--- config.mk ---
export PLATFORM = sky130hd
export DESIGN_NAME = mio_arbiter
export DESIGN_NICKNAME = d
export VERILOG_FILES = /design/src/rtl/mio_pkg.sv /design/src/rtl/mio_arb_pick.sv /design/src/rtl/mio_arbiter.sv
export SDC_FILE = /design/constraint.sdc
export NUM_CORES = 1
export LEC_CHECK = 0
export ABC_AREA = 1
export BUFFER_PORTS_ARGS = -buffer_cell sky130_fd_sc_hd__buf_2
export CORE_ASPECT_RATIO = 0.8
export CORE_MARGIN = 3
export CORE_UTILIZATION = 43
export CTS_BUF_LIST = sky130_fd_sc_hd__clkbuf_2
export DETAILED_ROUTE_END_ITERATION = 10
export PLACE_DENSITY = 0.75
export SYNTH_ARGS = -nofsm -noshare
export SYNTH_HDL_FRONTEND = slang
export SYNTH_SLANG_ARGS = --single-unit
--- constraint.sdc ---
create_clock -name clk -period 10.2 [get_ports clk]
set_input_delay 1.53 -clock clk [delete_from_list [all_inputs] [get_ports clk]]
set_output_delay 1.53 -clock clk [all_outputs]
set_load 0.02 [all_outputs]
--- src/rtl/mio_pkg.sv ---
// Shared types for the memory/IO bus arbiter: FSM state encoding and owner codes.
package mio_pkg;

  typedef enum logic [1:0] {
    IDLE   = 2'd0,
    ACCESS = 2'd1,
    DONE   = 2'd2
  } state_t;

  localparam logic [1:0] OWN_NONE = 2'b00;
  localparam logic [1:0] OWN_CPU  = 2'b01;
  localparam logic [1:0] OWN_DMA  = 2'b10;

  // Wide enough for MEM_LAT up to 15.
  localparam int CNT_W = 4;

endpackage

--- src/rtl/mio_arb_pick.sv ---
// Combinational winner select between CPU and DMA requests.
// Optional feature macro: MIO_ARB_RR_EN (round-robin on contention; default is fixed CPU priority).
module mio_arb_pick
  import mio_pkg::*;
(
  input  logic       cpu_req,
  input  logic       dma_req,
`ifdef MIO_ARB_RR_EN
  input  logic       last_dma,
`endif
  output logic [1:0] winner
);

  always_comb begin
    winner = OWN_NONE;
    if (cpu_req && dma_req) begin
`ifdef MIO_ARB_RR_EN
      winner = last_dma ? OWN_CPU : OWN_DMA;
`else
      winner = OWN_CPU;
`endif
    end else if (cpu_req) begin
      winner = OWN_CPU;
    end else if (dma_req) begin
      winner = OWN_DMA;
    end
  end

endmodule

--- src/rtl/mio_arbiter.sv ---
// Single-port memory/IO bus arbiter between the CPU controller and a DMA master.
// Optional feature macro: MIO_ARB_RR_EN selects round-robin arbitration instead of fixed CPU priority.
//
// Handshake: a master holds req (with we/addr/wdata) until its one-cycle ready pulse;
// request fields are latched at grant and ignored afterwards, and read data is valid
// in the rdata register from the ready cycle until that master's next read completes.
module mio_arbiter
  import mio_pkg::*;
#(
  parameter int ADDR_W  = 32,
  parameter int DATA_W  = 32,
  parameter int MEM_LAT = 1
) (
  input  logic              clk,
  input  logic              reset,
  input  logic              cpu_req,
  input  logic              cpu_we,
  input  logic [ADDR_W-1:0] cpu_addr,
  input  logic [DATA_W-1:0] cpu_wdata,
  output logic [DATA_W-1:0] cpu_rdata,
  output logic              cpu_ready,
  input  logic              dma_req,
  input  logic              dma_we,
  input  logic [ADDR_W-1:0] dma_addr,
  input  logic [DATA_W-1:0] dma_wdata,
  output logic [DATA_W-1:0] dma_rdata,
  output logic              dma_ready,
  output logic              mem_en,
  output logic              mem_we,
  output logic [ADDR_W-1:0] mem_addr,
  output logic [DATA_W-1:0] mem_wdata,
  input  logic [DATA_W-1:0] mem_rdata,
  output logic [1:0]        owner,
  output state_t            state_dbg
);

  localparam logic [CNT_W-1:0] CNT_LOAD = CNT_W'(MEM_LAT - 1);

  state_t           state;
  logic [CNT_W-1:0] cnt;
  logic [1:0]       pick;
  logic             pick_dma;

`ifdef MIO_ARB_RR_EN
  logic last_dma;
`endif

  mio_arb_pick u_pick (
    .cpu_req  (cpu_req),
    .dma_req  (dma_req),
`ifdef MIO_ARB_RR_EN
    .last_dma (last_dma),
`endif
    .winner   (pick)
  );

  assign pick_dma  = (pick == OWN_DMA);
  assign state_dbg = state;

  // The mem_* registers double as the latched request; owner names the winner until DONE ends.
  always_ff @(posedge clk or posedge reset) begin
    if (reset) begin
      state     <= IDLE;
      cnt       <= '0;
      owner     <= OWN_NONE;
      mem_en    <= 1'b0;
      mem_we    <= 1'b0;
      mem_addr  <= '0;
      mem_wdata <= '0;
      cpu_rdata <= '0;
      dma_rdata <= '0;
      cpu_ready <= 1'b0;
      dma_ready <= 1'b0;
`ifdef MIO_ARB_RR_EN
      last_dma  <= 1'b1;
`endif
    end else begin
      cpu_ready <= 1'b0;
      dma_ready <= 1'b0;
      case (state)
        IDLE: begin
          if (pick != OWN_NONE) begin
            state     <= ACCESS;
            owner     <= pick;
            cnt       <= CNT_LOAD;
            mem_en    <= 1'b1;
            mem_we    <= pick_dma ? dma_we    : cpu_we;
            mem_addr  <= pick_dma ? dma_addr  : cpu_addr;
            mem_wdata <= pick_dma ? dma_wdata : cpu_wdata;
`ifdef MIO_ARB_RR_EN
            last_dma  <= pick_dma;
`endif
          end
        end
        ACCESS: begin
          if (cnt == '0) begin
            state  <= DONE;
            mem_en <= 1'b0;
            mem_we <= 1'b0;
            if (owner == OWN_DMA) begin
              dma_ready <= 1'b1;
              if (!mem_we) dma_rdata <= mem_rdata;
            end else begin
              cpu_ready <= 1'b1;
              if (!mem_we) cpu_rdata <= mem_rdata;
            end
          end else begin
            cnt <= cnt - 1'b1;
          end
        end
        DONE: begin
          state <= IDLE;
          owner <= OWN_NONE;
        end
        default: begin
          state <= IDLE;
          owner <= OWN_NONE;
        end
      endcase
    end
  end

endmodule

* Yosys cells after proc, flatten, opt, wreduce, memory -nomap -nowiden
Cells that the tools add are included.
** Word-level totals
- Register bits after elaboration :: 140
- Output and inout port bits :: 136
- Word-level logic and storage cells :: 58
** Cells by class
- Add/sub/neg operators :: 1
- Equal/unequal tests :: 6
- Mux-type cells :: 25
- Bitwise logic cells :: 3
- Reductions and logical operators :: 12
** Operator list (number)
- 32-bit two-way mux :: 2
- 2-bit two-way mux :: 6
- 1-bit two-way mux :: 10
- 4-bit two-way mux :: 2
- 2-bit case mux with 2 select lines :: 2
- 4-bit case mux with 2 select lines :: 1
- 4-bit AND reduction :: 2
- 2-bit inequality test, second input constant :: 3
- 2-bit AND reduction :: 3
- 3-bit AND reduction :: 2
- 2-bit equality test, second input constant :: 2
- 4-bit zero test :: 1
- 1-bit case mux with 2 select lines :: 2
- 2-bit nonzero test :: 2
- 4-bit by 1-bit subtractor with 4-bit output, second input constant :: 1
- 1-bit NOT :: 3
- 2-bit by 1-bit equality test with 1-bit output, second input constant :: 1
- 2-bit zero test :: 1
- 1-bit logical AND :: 1

* Longest topological paths before layout
- Word-level depth :: 7
- Depth in mapped cells :: 8
- Depth with buffers taken out :: 8

* Hierarchy
A second synthesis with hierarchy kept.
** Second synthesis, totals
- Cell total of the unflattened synthesis :: 665
- Area total of the unflattened synthesis :: 6252.2 um2
** Modules (own cells, without submodules)
- mio_arbiter :: instances 1, cells each 662, area an instance 6241.0 um2
- mio_arb_pick :: instances 1, cells each 3, area an instance 11.3 um2

* Worst setup path before layout
Ideal clock, no wire load.
- Kind :: in2reg
- From :: input dma_req
- To :: register mem_addr[0]
- Data arrival time :: 2158 ps
- Required time :: 10084 ps
- Path slack :: 7926 ps
- Stages :: 7
- Path buffers :: 2
- Cell sequence :: inv_1 > nor2_2 > buf_4 > buf_2 > o21ai_0 > nand2_1 > nand2_1
** Between the ends
- Cells in the longest elaborated chain, start to end :: 5
- Elaborated cells on any way between the ends :: 8
- Classes of those cells :: eq/ne (1); mux (4); reduce/logical (3)
** RTL lines
- start: declaration :: line mio_arbiter.sv:22 : input logic dma_req,
- 2-bit two-way mux :: line mio_arb_pick.sv:24 : end else if (dma_req) begin
- 2-bit two-way mux :: line mio_arb_pick.sv:22 : end else if (cpu_req) begin
- 2-bit two-way mux * :: line mio_arb_pick.sv:16 : if (cpu_req && dma_req) begin
- 2-bit equality test or 2-bit nonzero test (tied branches) :: line mio_arbiter.sv:57, mio_arbiter.sv:82
- 32-bit two-way mux or 2-bit AND reduction (tied branches)
- end signal: assignment :: line mio_arbiter.sv:88 : mem_addr <= pick_dma ? dma_addr : cpu_addr;
- end: declaration :: line mio_arbiter.sv:30 : output logic [ADDR_W-1:0] mem_addr,
Every way passes the cells marked *; elsewhere a longest branch is shown, timed or not.
A chain may end at the register's enable or synchronous reset.

* Final worst setup path
- From :: register state[1] (netlist: state_dbg[1])
- To :: output state_dbg[1]
** RTL lines
- start: declaration :: line mio_arbiter.sv:39 : state_t state;
- start signal: assignment :: line mio_arbiter.sv:63 : state <= IDLE;
- start signal: assignment :: line mio_arbiter.sv:83 : state <= ACCESS;
- start signal: assignment :: line mio_arbiter.sv:97 : state <= DONE;
- end: declaration :: line mio_arbiter.sv:34 : output state_t state_dbg
No word-level cell between the ends.

==> results.sh <==
export IMPL_synthFlopType="dfrtp_1"
export IMPL_clockPowerShare=0.115
export IMPL_cts_resized_gates=0
export IMPL_crit_family="flip-flops"
export IMPL_worst_path_buf_inv=1
export IMPL_switching_share=0.488
export IMPL_max_vdd_ir_drop_mv=0.130
export IMPL_final_nets=1279
export IMPL_p_switching_mw=1.22
export IMPL_fillers=1410
export IMPL_maxCapViolations=0
export IMPL_hold_depth=2
export IMPL_drtIter0Drc=261
export IMPL_tns_ns=0
export IMPL_post_synth_top_count_cell="nand2_1"
export IMPL_wl_mm=17.7
export IMPL_seq_area_mm2=0.00350
export IMPL_core_area_mm2=0.0145
export IMPL_period_needed_ns=2.98
export IMPL_ant_nets=0
export IMPL_hp_class="reg -> reg"
export IMPL_p_per_area_mw_per_mm2=308
export IMPL_synth_nets=999
export IMPL_grt_pass1_wl_mm=27.0
export IMPL_portBuffers=301
export IMPL_antenna_found_initial=1
export IMPL_postCtsSetupBuffers=0
export IMPL_die_h_um=116
export IMPL_hold_violations=0
export IMPL_synth_top_cell_area_share=0.541
export IMPL_worstSetupStartpointType="flip-flop"
export IMPL_track_usage=0.208
export IMPL_clock_skew_ns=0.0299
export IMPL_ys_types=21
export IMPL_rsz0062_at_grt="false"
export IMPL_num_rows=39
export IMPL_ys_seq_elements=140
export IMPL_synthCells=831
export IMPL_ioPinCount=302
export IMPL_fin_area_mm2=0.00813
export IMPL_n_antenna_cell=0
export IMPL_setup_viol_count_final=0
export IMPL_leakage_nw=4.86
export IMPL_yosysTopAreaCell="dfrtp_1"
export IMPL_placedInstanceArea_mm2=0.00794
export IMPL_gp_congestion=0.811
export IMPL_start_util=0.447
export IMPL_cpMaxStageDelayCell="dfrtp_1"
export IMPL_p_int_mw=1.28
export IMPL_dpl_hpwl_mm=12.6
export IMPL_drive_above_1_share=0.308
export IMPL_syn2layout_area_growth_pct=25.6
export IMPL_path_depth=1
export IMPL_drtPass1Iterations=6
export IMPL_clock_path_buffers=2
export IMPL_clk_latency_ns=0.70
export IMPL_clock_sinks=140
export IMPL_cts_hold_buf=0
export IMPL_vias=6042
export IMPL_worstRegToRegCells=6
export IMPL_grt_max_degree=131
export IMPL_synth_edf_count=0
export IMPL_yosys_top_cells_count="nand2_1, dfrtp_1, inv_1"
export IMPL_relSlewSlack=0.220
export IMPL_cts_buffers=17
export IMPL_dieArea_mm2=0.0166
export IMPL_pwr_share_seq=0.385
export IMPL_worst_path_max_fanout=4
export IMPL_crit_type="reg -> out"
export IMPL_utilization=0.561
export IMPL_cts_root_buf="clkbuf_2"
export IMPL_crit_required_ns=8.67
export IMPL_cts_tree="built"
export IMPL_end_kind="primary output"
export IMPL_via_per_inst=4.62
export IMPL_worst_slew_pin_transition_ns=1.17
export IMPL_synthArstFlopShare=1.00
export IMPL_yosys_top_cells_area="dfrtp_1, nand2_1, o21ai_0"
export IMPL_clk_pin_slew_ns=0.21
export IMPL_fmax_mhz=336
export IMPL_syn_avg_cell_area_um2=7.79
export IMPL_crit_arrival_ns=1.45
export IMPL_period_share=0.292
export IMPL_ys_seq_area_frac=0.541
export IMPL_critPathMaxStageDelay_ns=0.52
export IMPL_cp_cell_sequence="buf_2"
export IMPL_comb_power_share=0.501
export IMPL_multi_input_area_mm2=0.00236
export IMPL_gr_total_overflow=0
export IMPL_drv_slew=0
export IMPL_die_width_um=143
export IMPL_grt_pass1_vias=5520
export IMPL_htreeDepth=4
export IMPL_route_detailed_drc=0
export IMPL_hold_worst_slack_ns=0.488
export IMPL_total_power_mw=2.51
export IMPL_syn_area_mm2=0.00647
export IMPL_wire_per_inst_um=13.6
export IMPL_status="finished, final reports clean"
export IMPL_yosys_warnings=0
-- registers in the layout, indices dropped and copies added (netlist names) --
signal	flops
mem_en	1
cnt	4
mem_we	1
cpu_rdata	32
dma_rdata	32
cpu_ready	1
owner	2
mem_wdata	32
state_dbg	2
dma_ready	1
mem_addr	32
-- cell type report --
cell class / instances / area share
Tap cell: 184 / 0.0283
Multi-Input combinational cell: 566 / 0.290
Timing Repair Buffer: 304 / 0.188
Clock buffer: 19 / 0.0117
Sequential cell: 140 / 0.431
Clock inverter: 12 / 0.0122
Inverter: 82 / 0.0385
-- cell usage in the layout (no fill, tap or decap) --
| cell type | count |
|---|---|
| inv_6 | 3 |
| o21ai_4 | 1 |
| inv_1 | 78 |
| nor2_1 | 7 |
| o21ai_0 | 68 |
| nand2_1 | 441 |
| nand2_2 | 1 |
| clkinvlp_4 | 4 |
| clkinv_2 | 2 |
| ha_1 | 2 |
| nand3b_1 | 1 |
| nand3_1 | 35 |
| inv_2 | 3 |
| xnor2_1 | 1 |
| nand4_1 | 1 |
| nor2_8 | 1 |
| nor2_2 | 1 |
| buf_2 | 301 |
| clkbuf_2 | 19 |
| clkinv_1 | 3 |
| nor2_4 | 5 |
| bufinv_16 | 1 |
| nand2_4 | 1 |
| dfrtp_1 | 140 |
| buf_4 | 3 |
-- per-stage QoR --
stage               setup slack, ns  std cells
CTS                            7.15       1307
floorplan                      4.92        831
global placement               6.74       1276
global route                   7.09       1307
detailed placement             6.71       1276
finish                         7.22       1307
-- final timing paths --
path,from,end,slack [ns]
max in group asynchronous,reset,cpu_rdata[4],7.93
min in group asynchronous,reset,dma_rdata[1],0.89
hold reg to reg,dma_rdata[4],dma_rdata[4],0.49
setup reg to reg,state_dbg[1],mem_addr[23],7.79
hold / removal,dma_rdata[4],dma_rdata[4],0.49
setup / recovery,state_dbg[1],state_dbg[1],7.22
-- power groups by stage --
stage                     clock (mW)  combinational [mW]  sequential (mW)
after floorplan                    0               0.555             1.28
after global placement             0                1.25            0.969
after detailed placement           0                1.27            0.972
after CTS                      0.297                1.27            0.964
after global routing           0.323                1.39            0.997
final                          0.288                1.25            0.964
-- per-layer routing --
metal | global-route usage | routed length, µm
met5 | 0 | 9
met4 | 0.0690 | 268
met3 | 0.0549 | 1310
met2 | 0.340 | 8380
met1 | 0.272 | 7760
-- worst min-delay path: stages (launching register included) --
cell and delay, ns:
dfrtp_1 0.38, nand2_1 0.05, nand2_1 0.04
-- cells by family (layout without fill, tap and decap cells) --
group / after synthesis / after routing / share of synthesized area
AO/OA/AOI/OAI: 69 / 69 / 0.0539
XOR/XNOR: 1 / 1 / 0.00135
adder cells (fa/ha/maj): 2 / 2 / 0.00386
buffers and inverters: 125 / 417 / 0.0962
flip-flops: 140 / 140 / 0.541
AND/OR/NAND/NOR: 494 / 494 / 0.304
(Power assumes the default switching activity.)
